--- config.mk ---
export PLATFORM = sky130hd
export DESIGN_NAME = field_packer
export DESIGN_NICKNAME = d
export VERILOG_FILES = /design/src/rtl/field_packer_pkg.sv /design/src/rtl/field_packer_merge.sv /design/src/rtl/field_packer.sv
export SDC_FILE = /design/constraint.sdc
export NUM_CORES = 1
export LEC_CHECK = 0
export ABC_AREA = 1
export CAP_MARGIN = 20
export CORE_ASPECT_RATIO = 1.4
export CORE_UTILIZATION = 55
export CTS_CLUSTER_SIZE = 24
export DETAILED_ROUTE_END_ITERATION = 8
export HOLD_SLACK_MARGIN = 0.08
export PLACE_DENSITY = 0.81
export SKIP_LAST_GASP = 1
export SYNTH_ARGS = -nofsm -noshare
export SYNTH_HDL_FRONTEND = slang
export SYNTH_SLANG_ARGS = --single-unit
--- constraint.sdc ---
create_clock -name clk -period 5.4 [get_ports clk]
set_input_delay 1.08 -clock clk [delete_from_list [all_inputs] [get_ports clk]]
set_output_delay 1.08 -clock clk [all_outputs]
set_load 0.1 [all_outputs]
--- src/rtl/field_packer_pkg.sv ---
// rtl/field_packer_pkg.sv - shared FSM type and width/length helpers for field_packer
package field_packer_pkg;

   // ACC: accepting fields; FLUSH: one cycle spent emitting the partial word
   typedef enum logic {
      ACC   = 1'b0,
      FLUSH = 1'b1
   } state_e;

   // width of a port able to carry lengths 0..field_w
   function automatic int calc_len_w(input int field_w);
      return $clog2(field_w + 1);
   endfunction

   // width of a fill counter able to carry 0..out_w
   function automatic int calc_fill_w(input int out_w);
      return $clog2(out_w + 1);
   endfunction

   // oversize lengths are treated as a full-width field
   function automatic int clamp_len(input int len, input int field_w);
      return (len > field_w) ? field_w : len;
   endfunction

endpackage

--- src/rtl/field_packer_merge.sv ---
// rtl/field_packer_merge.sv - combinational append of one field to the left-justified accumulator
module field_packer_merge
   import field_packer_pkg::*;
#(
   parameter int  OUT_W   = 8,
   parameter int  FIELD_W = 4,
   localparam int LEN_W   = calc_len_w(FIELD_W),
   localparam int FILL_W  = calc_fill_w(OUT_W)
) (
   input  logic [OUT_W-1:0]   acc_i,
   input  logic [FILL_W-1:0]  fill_i,
   input  logic [FIELD_W-1:0] data_i,
   input  logic [LEN_W-1:0]   len_i,
   output logic [OUT_W-1:0]   acc_o,
   output logic [FILL_W-1:0]  fill_o,
   output logic [OUT_W-1:0]   word_o,
   output logic               complete_o
);

   localparam int                 WIDE_W = OUT_W + FIELD_W;
   localparam logic [FIELD_W-1:0] ONES   = '1;

   logic [FIELD_W-1:0] mask;
   logic [FIELD_W-1:0] bits;
   logic [WIDE_W-1:0]  wide;
   logic [OUT_W-1:0]   tail;
   int                 sum;

   // the accumulator is kept MSB-aligned; the field lands right below the last valid bit
   // in a window one field wider than a word, so overflow bits sit in the low FIELD_W bits
   always_comb begin
      mask       = ~(ONES << len_i);
      bits       = data_i & mask;
      sum        = int'(fill_i) + int'(len_i);
      wide       = {acc_i, {FIELD_W{1'b0}}} | (WIDE_W'(bits) << (WIDE_W - sum));
      word_o     = wide[WIDE_W-1 -: OUT_W];
      tail       = OUT_W'(wide[FIELD_W-1:0]) << (OUT_W - FIELD_W);
      complete_o = (sum >= OUT_W);
      if (complete_o) begin
         acc_o  = tail;
         fill_o = FILL_W'(sum - OUT_W);
      end else begin
         acc_o  = word_o;
         fill_o = FILL_W'(sum);
      end
   end

endmodule

--- src/rtl/field_packer.sv ---
// rtl/field_packer.sv - MSB-first field packer with flush; FIELD_PACKER_INV_EN adds in_inv/inv_count
module field_packer
   import field_packer_pkg::*;
#(
   parameter int  OUT_W   = 8,
   parameter int  FIELD_W = 4,
   localparam int LEN_W   = calc_len_w(FIELD_W),
   localparam int FILL_W  = calc_fill_w(OUT_W)
) (
   input  logic               clk,
   input  logic               rst,
   input  logic               in_valid,
   output logic               in_ready,
   input  logic [FIELD_W-1:0] in_data,
   input  logic [LEN_W-1:0]   in_len,
`ifdef FIELD_PACKER_INV_EN
   input  logic               in_inv,
   output logic [15:0]        inv_count,
`endif
   input  logic               flush,
   output logic               out_valid,
   input  logic               out_ready,
   output logic [OUT_W-1:0]   out_data,
   output logic [FILL_W-1:0]  out_fill,
   output logic               out_last,
   output logic               busy
);

   state_e             state_q, state_d;
   logic [OUT_W-1:0]   acc_q, acc_d;
   logic [FILL_W-1:0]  fill_q, fill_d;
   logic               flush_pend_q, flush_pend_d;
   logic               out_valid_q, out_valid_d;
   logic [OUT_W-1:0]   out_data_q, out_data_d;
   logic [FILL_W-1:0]  out_fill_q, out_fill_d;
   logic               out_last_q, out_last_d;

   logic               slot_free;
   logic               accept;
   logic [LEN_W-1:0]   len_c;
   logic [FIELD_W-1:0] data_eff;
   logic [OUT_W-1:0]   m_acc;
   logic [OUT_W-1:0]   m_word;
   logic [FILL_W-1:0]  m_fill;
   logic               m_complete;

   assign len_c = LEN_W'(clamp_len(int'(in_len), FIELD_W));

`ifdef FIELD_PACKER_INV_EN
   assign data_eff = in_inv ? ~in_data : in_data;
`else
   assign data_eff = in_data;
`endif

   assign slot_free = !out_valid_q || out_ready;
   assign in_ready  = slot_free && !flush_pend_q && (state_q == ACC);
   assign accept    = in_valid && in_ready;

   field_packer_merge #(
      .OUT_W   (OUT_W),
      .FIELD_W (FIELD_W)
   ) u_merge (
      .acc_i      (acc_q),
      .fill_i     (fill_q),
      .data_i     (data_eff),
      .len_i      (len_c),
      .acc_o      (m_acc),
      .fill_o     (m_fill),
      .word_o     (m_word),
      .complete_o (m_complete)
   );

   // next-state for the accumulator, output slot, pending flush and FSM
   always_comb begin
      state_d      = state_q;
      acc_d        = acc_q;
      fill_d       = fill_q;
      flush_pend_d = flush_pend_q;
      out_valid_d  = out_valid_q && !out_ready;
      out_data_d   = out_data_q;
      out_fill_d   = out_fill_q;
      out_last_d   = out_last_q;

      if (flush && !flush_pend_q) begin
         flush_pend_d = 1'b1;
      end

      if (accept) begin
         acc_d  = m_acc;
         fill_d = m_fill;
         if (m_complete) begin
            out_valid_d = 1'b1;
            out_data_d  = m_word;
            out_fill_d  = FILL_W'(OUT_W);
            out_last_d  = 1'b0;
         end
      end

      case (state_q)
         ACC: begin
            if (flush_pend_q && slot_free) begin
               state_d = FLUSH;
            end
         end
         FLUSH: begin
            // slot is guaranteed empty here: nothing was pushed while the flush was pending
            if (fill_q != '0) begin
               out_valid_d = 1'b1;
               out_data_d  = acc_q;
               out_fill_d  = fill_q;
               out_last_d  = 1'b1;
            end
            acc_d        = '0;
            fill_d       = '0;
            flush_pend_d = 1'b0;
            state_d      = ACC;
         end
         default: state_d = ACC;
      endcase
   end

   // state registers; reset discards any partially packed bits immediately
   always_ff @(posedge clk or posedge rst) begin
      if (rst) begin
         state_q      <= ACC;
         acc_q        <= '0;
         fill_q       <= '0;
         flush_pend_q <= 1'b0;
         out_valid_q  <= 1'b0;
         out_data_q   <= '0;
         out_fill_q   <= '0;
         out_last_q   <= 1'b0;
      end else begin
         state_q      <= state_d;
         acc_q        <= acc_d;
         fill_q       <= fill_d;
         flush_pend_q <= flush_pend_d;
         out_valid_q  <= out_valid_d;
         out_data_q   <= out_data_d;
         out_fill_q   <= out_fill_d;
         out_last_q   <= out_last_d;
      end
   end

`ifdef FIELD_PACKER_INV_EN
   logic [15:0] inv_count_q, inv_count_d;

   // saturating count of accepted fields that were inverted
   always_comb begin
      inv_count_d = inv_count_q;
      if (accept && in_inv && (inv_count_q != 16'hFFFF)) begin
         inv_count_d = inv_count_q + 16'd1;
      end
   end

   // inversion counter register
   always_ff @(posedge clk or posedge rst) begin
      if (rst) begin
         inv_count_q <= '0;
      end else begin
         inv_count_q <= inv_count_d;
      end
   end

   assign inv_count = inv_count_q;
`endif

   assign out_valid = out_valid_q;
   assign out_data  = out_data_q;
   assign out_fill  = out_fill_q;
   assign out_last  = out_last_q;
   assign busy      = flush_pend_q || (fill_q != '0) || (state_q == FLUSH);

endmodule

==> impl_results.md <==
- Status: finished, final reports clean
- Multi-input gate area: 958 um2
- Most frequent cells in the layout: nand2_1 (55), inv_1 (33), dfrtp_1 (28), clkdlybuf4s50_1 (27)
- Async SR Flop Fraction: 100%
- Top_reg_cell synth: dfrtp_1
- Total CTS buffers: 3
- Diode count: 0
- Resize count post-CTS: 0
- Largest net degree at the start of global routing: 29
- Total GRT Usage: 26.9%
- Core Region: 3150 um2
- Area of the die: 3580 um2
- Final Hold Fails: 0
- Nets: 288
- Min-Delay Path Depth: 2
- Fin area: 2210 um2
- CP Depth: 4
- Crit path capture type: output pin
- Post-Place Worst Slack: 1.33 ns
- WP buf/inv: 2
- P&R area growth vs syn: 20.2%
- Arrival time worst endpoint: 2.97 ns
- Fin Clk Skew: 0.00530 ns
- Worst Setup Path Type: input port to output pin
- Post-Route WL: 4.11 mm
- Placed Area: 2120 um2
- Fillcell total: 288
- Drt via density: 5.49
- Mean post-synth cell area: 7.58 um2
- Most common library cell in the layout ignoring fill and taps: nand2_1
- Register area: 701 um2
- Clock latency on the worst-skew pair: 0.27 ns
- Final worst slack: 1.35 ns
- CP max stage delay: 1.18 ns
- Root buffer cell: clkbuf_8
- Fraction of the yosys area taken by sequential cells: 38.2%
- CTS H-Tree Depth: 1
- Final GP Congestion: 0.847
- Period utilization: 75.0%
- Top cell by count, worst path: clkdlybuf4s50_1
- YS warnings: 0
- R2R cell count: 12
- Relative slew slack: 34.0%
- #FFs+latches synth: 28
- DR iter-0 viols: 53
- Max Fanout on Critical Path: 3
- Final Setup Violations: 0
- EDFF count, synth: 0
- Data required time of the worst path: 4.32 ns
- Layout cell share with drive strength beyond 1: 10.0%
- Hold crit path type: flop to flop
- Startpoint Class: input port
- I/O Buffers: 27
- Pre-antenna DRT Iters: 4
- Vias in the first global route: 1,677
- CTS tree: done
- Rows: 24
- Crit path time final: 4.05 ns
- First-pass GRT wire length: 7.23 mm
- WL/cell: 13.3 um
- Post-route ant nets: 0
- # Max-Cap Violations: 0
- Post-cts hold buffer count: 0
- Final setup TNS: 0 ns
- Vias: 1,696
- Postcts setup bufs: 0
- Fmax achieved: 247 MHz
- Cell Area, Synth: 1840 um2
- Slowest cell on the critical path: clkdlybuf4s50_1
- Height of the die: 70.4 um
- Syn_nets: 259
- Die width: 50.8 um
- Clock-pin slew on the worst setup and hold paths: 0.09 ns
- CTS Sinks: 28
- Actual slew at the worst max-slew pin: 0.986 ns
- Crit path max-delay family: buffers and inverters
- DRC: 0
- Critical-path cell list: clkdlybuf4s50_1 -> nor2_1 -> nor3_1 -> clkdlybuf4s50_1
- Global route overflow: 0
- RSZ-0062 raised after global routing: no
- Initial antenna violation count: 0
- Netlist cell types: 33
- IO Count: 28
- DPL Wire Length: 3.12 mm
- Clk buf depth: 2
- Synth Instances: 242
- Fin. max-slew vios: 0
- Initial core utilization: 58.2%
## sequential cells by signal (all words and copies together) (netlist names)
signal / cells
acc_q: 8
fill_q: 4
flush_pend_q: 1
out_data: 8
out_fill: 4
out_last: 1
out_valid: 1
state_q: 1
## worst min-delay path, stage by stage, from the launching register on
cell	delay, ns
dfrtp_1	0.36
nand2_1	0.05
nand2_1	0.05
## cells in the mapped netlist, types with 2 or more instances
library cell	number	share of area, %
a22oi_1	3	1.2
nand2_2	2	0.68
nand3_2	3	1.6
nand3_1	21	5.7
o211ai_1	2	0.82
dfrtp_1	28	38
o21ai_0	9	2.5
o211ai_2	2	1.4
nand4_1	11	3.7
nand2_1	55	11
a21oi_2	3	1.4
inv_1	33	6.7
nand2_4	2	1.2
a21oi_1	17	4.6
o22ai_1	4	1.4
ha_1	4	2.7
nor2_4	2	1.2
clkinv_1	2	0.41
nor3_1	2	0.55
nor2_1	21	4.3
inv_2	4	0.82
## layer usage
metal  vias to the layer above  wire [um]  track usage [%]
li1                        851          -                -
met1                       812       1710             30.1
met2                        26       2240             49.6
met3                         7         68             2.40
met4                         0         81             12.0
met5                         -          0                0
## cells by family after synthesis
logic type | synth area share [%]
AOI/OAI and AO/OA | 14.0
xor gates and xnor gates | 1.50
adders and majority gates | 3.82
buffers and inverters | 9.61
DFF | 38.2
and+or+nand+nor | 32.9
## final cells by class
type | instances | share of cell area [%]
multi-input cells | 171 | 43.4
flip-flops and latches | 28 | 31.7
repair buffers | 28 | 13.5
inverters | 39 | 6.63
clock buffers | 4 | 2.49
well taps | 39 | 2.21
## final timing paths
| check | from | to | slack [ns] |
|---|---|---|---|
| worst min-delay path | out_last | out_last | 0.48 |
| max in group asynchronous | rst | acc_q[2] | 3.85 |
| worst max-delay path | out_ready | in_ready | 1.35 |
| min in group asynchronous | rst | flush_pend_q | 1.10 |
| worst max register to register | fill_q[0] | out_data[7] | 2.76 |
| worst min register to register | out_last | out_last | 0.48 |
## stage by stage
| step | instances | utilization (%) | hold slack, ns |
|---|---|---|---|
| finish | 309 | 70.0 | 0.480 |
| global route | 309 | 70.0 | 0.511 |
| floorplan | 242 | - | 0.447 |
| detailed placement | 304 | 67.4 | 0.462 |
| global placement | 304 | 67.4 | 0.462 |
| CTS | 308 | 69.1 | 0.485 |
Power is left out: the tool's default activity adds up to more than one toggle a clock period on the data nets, which glitch-free logic cannot reach.
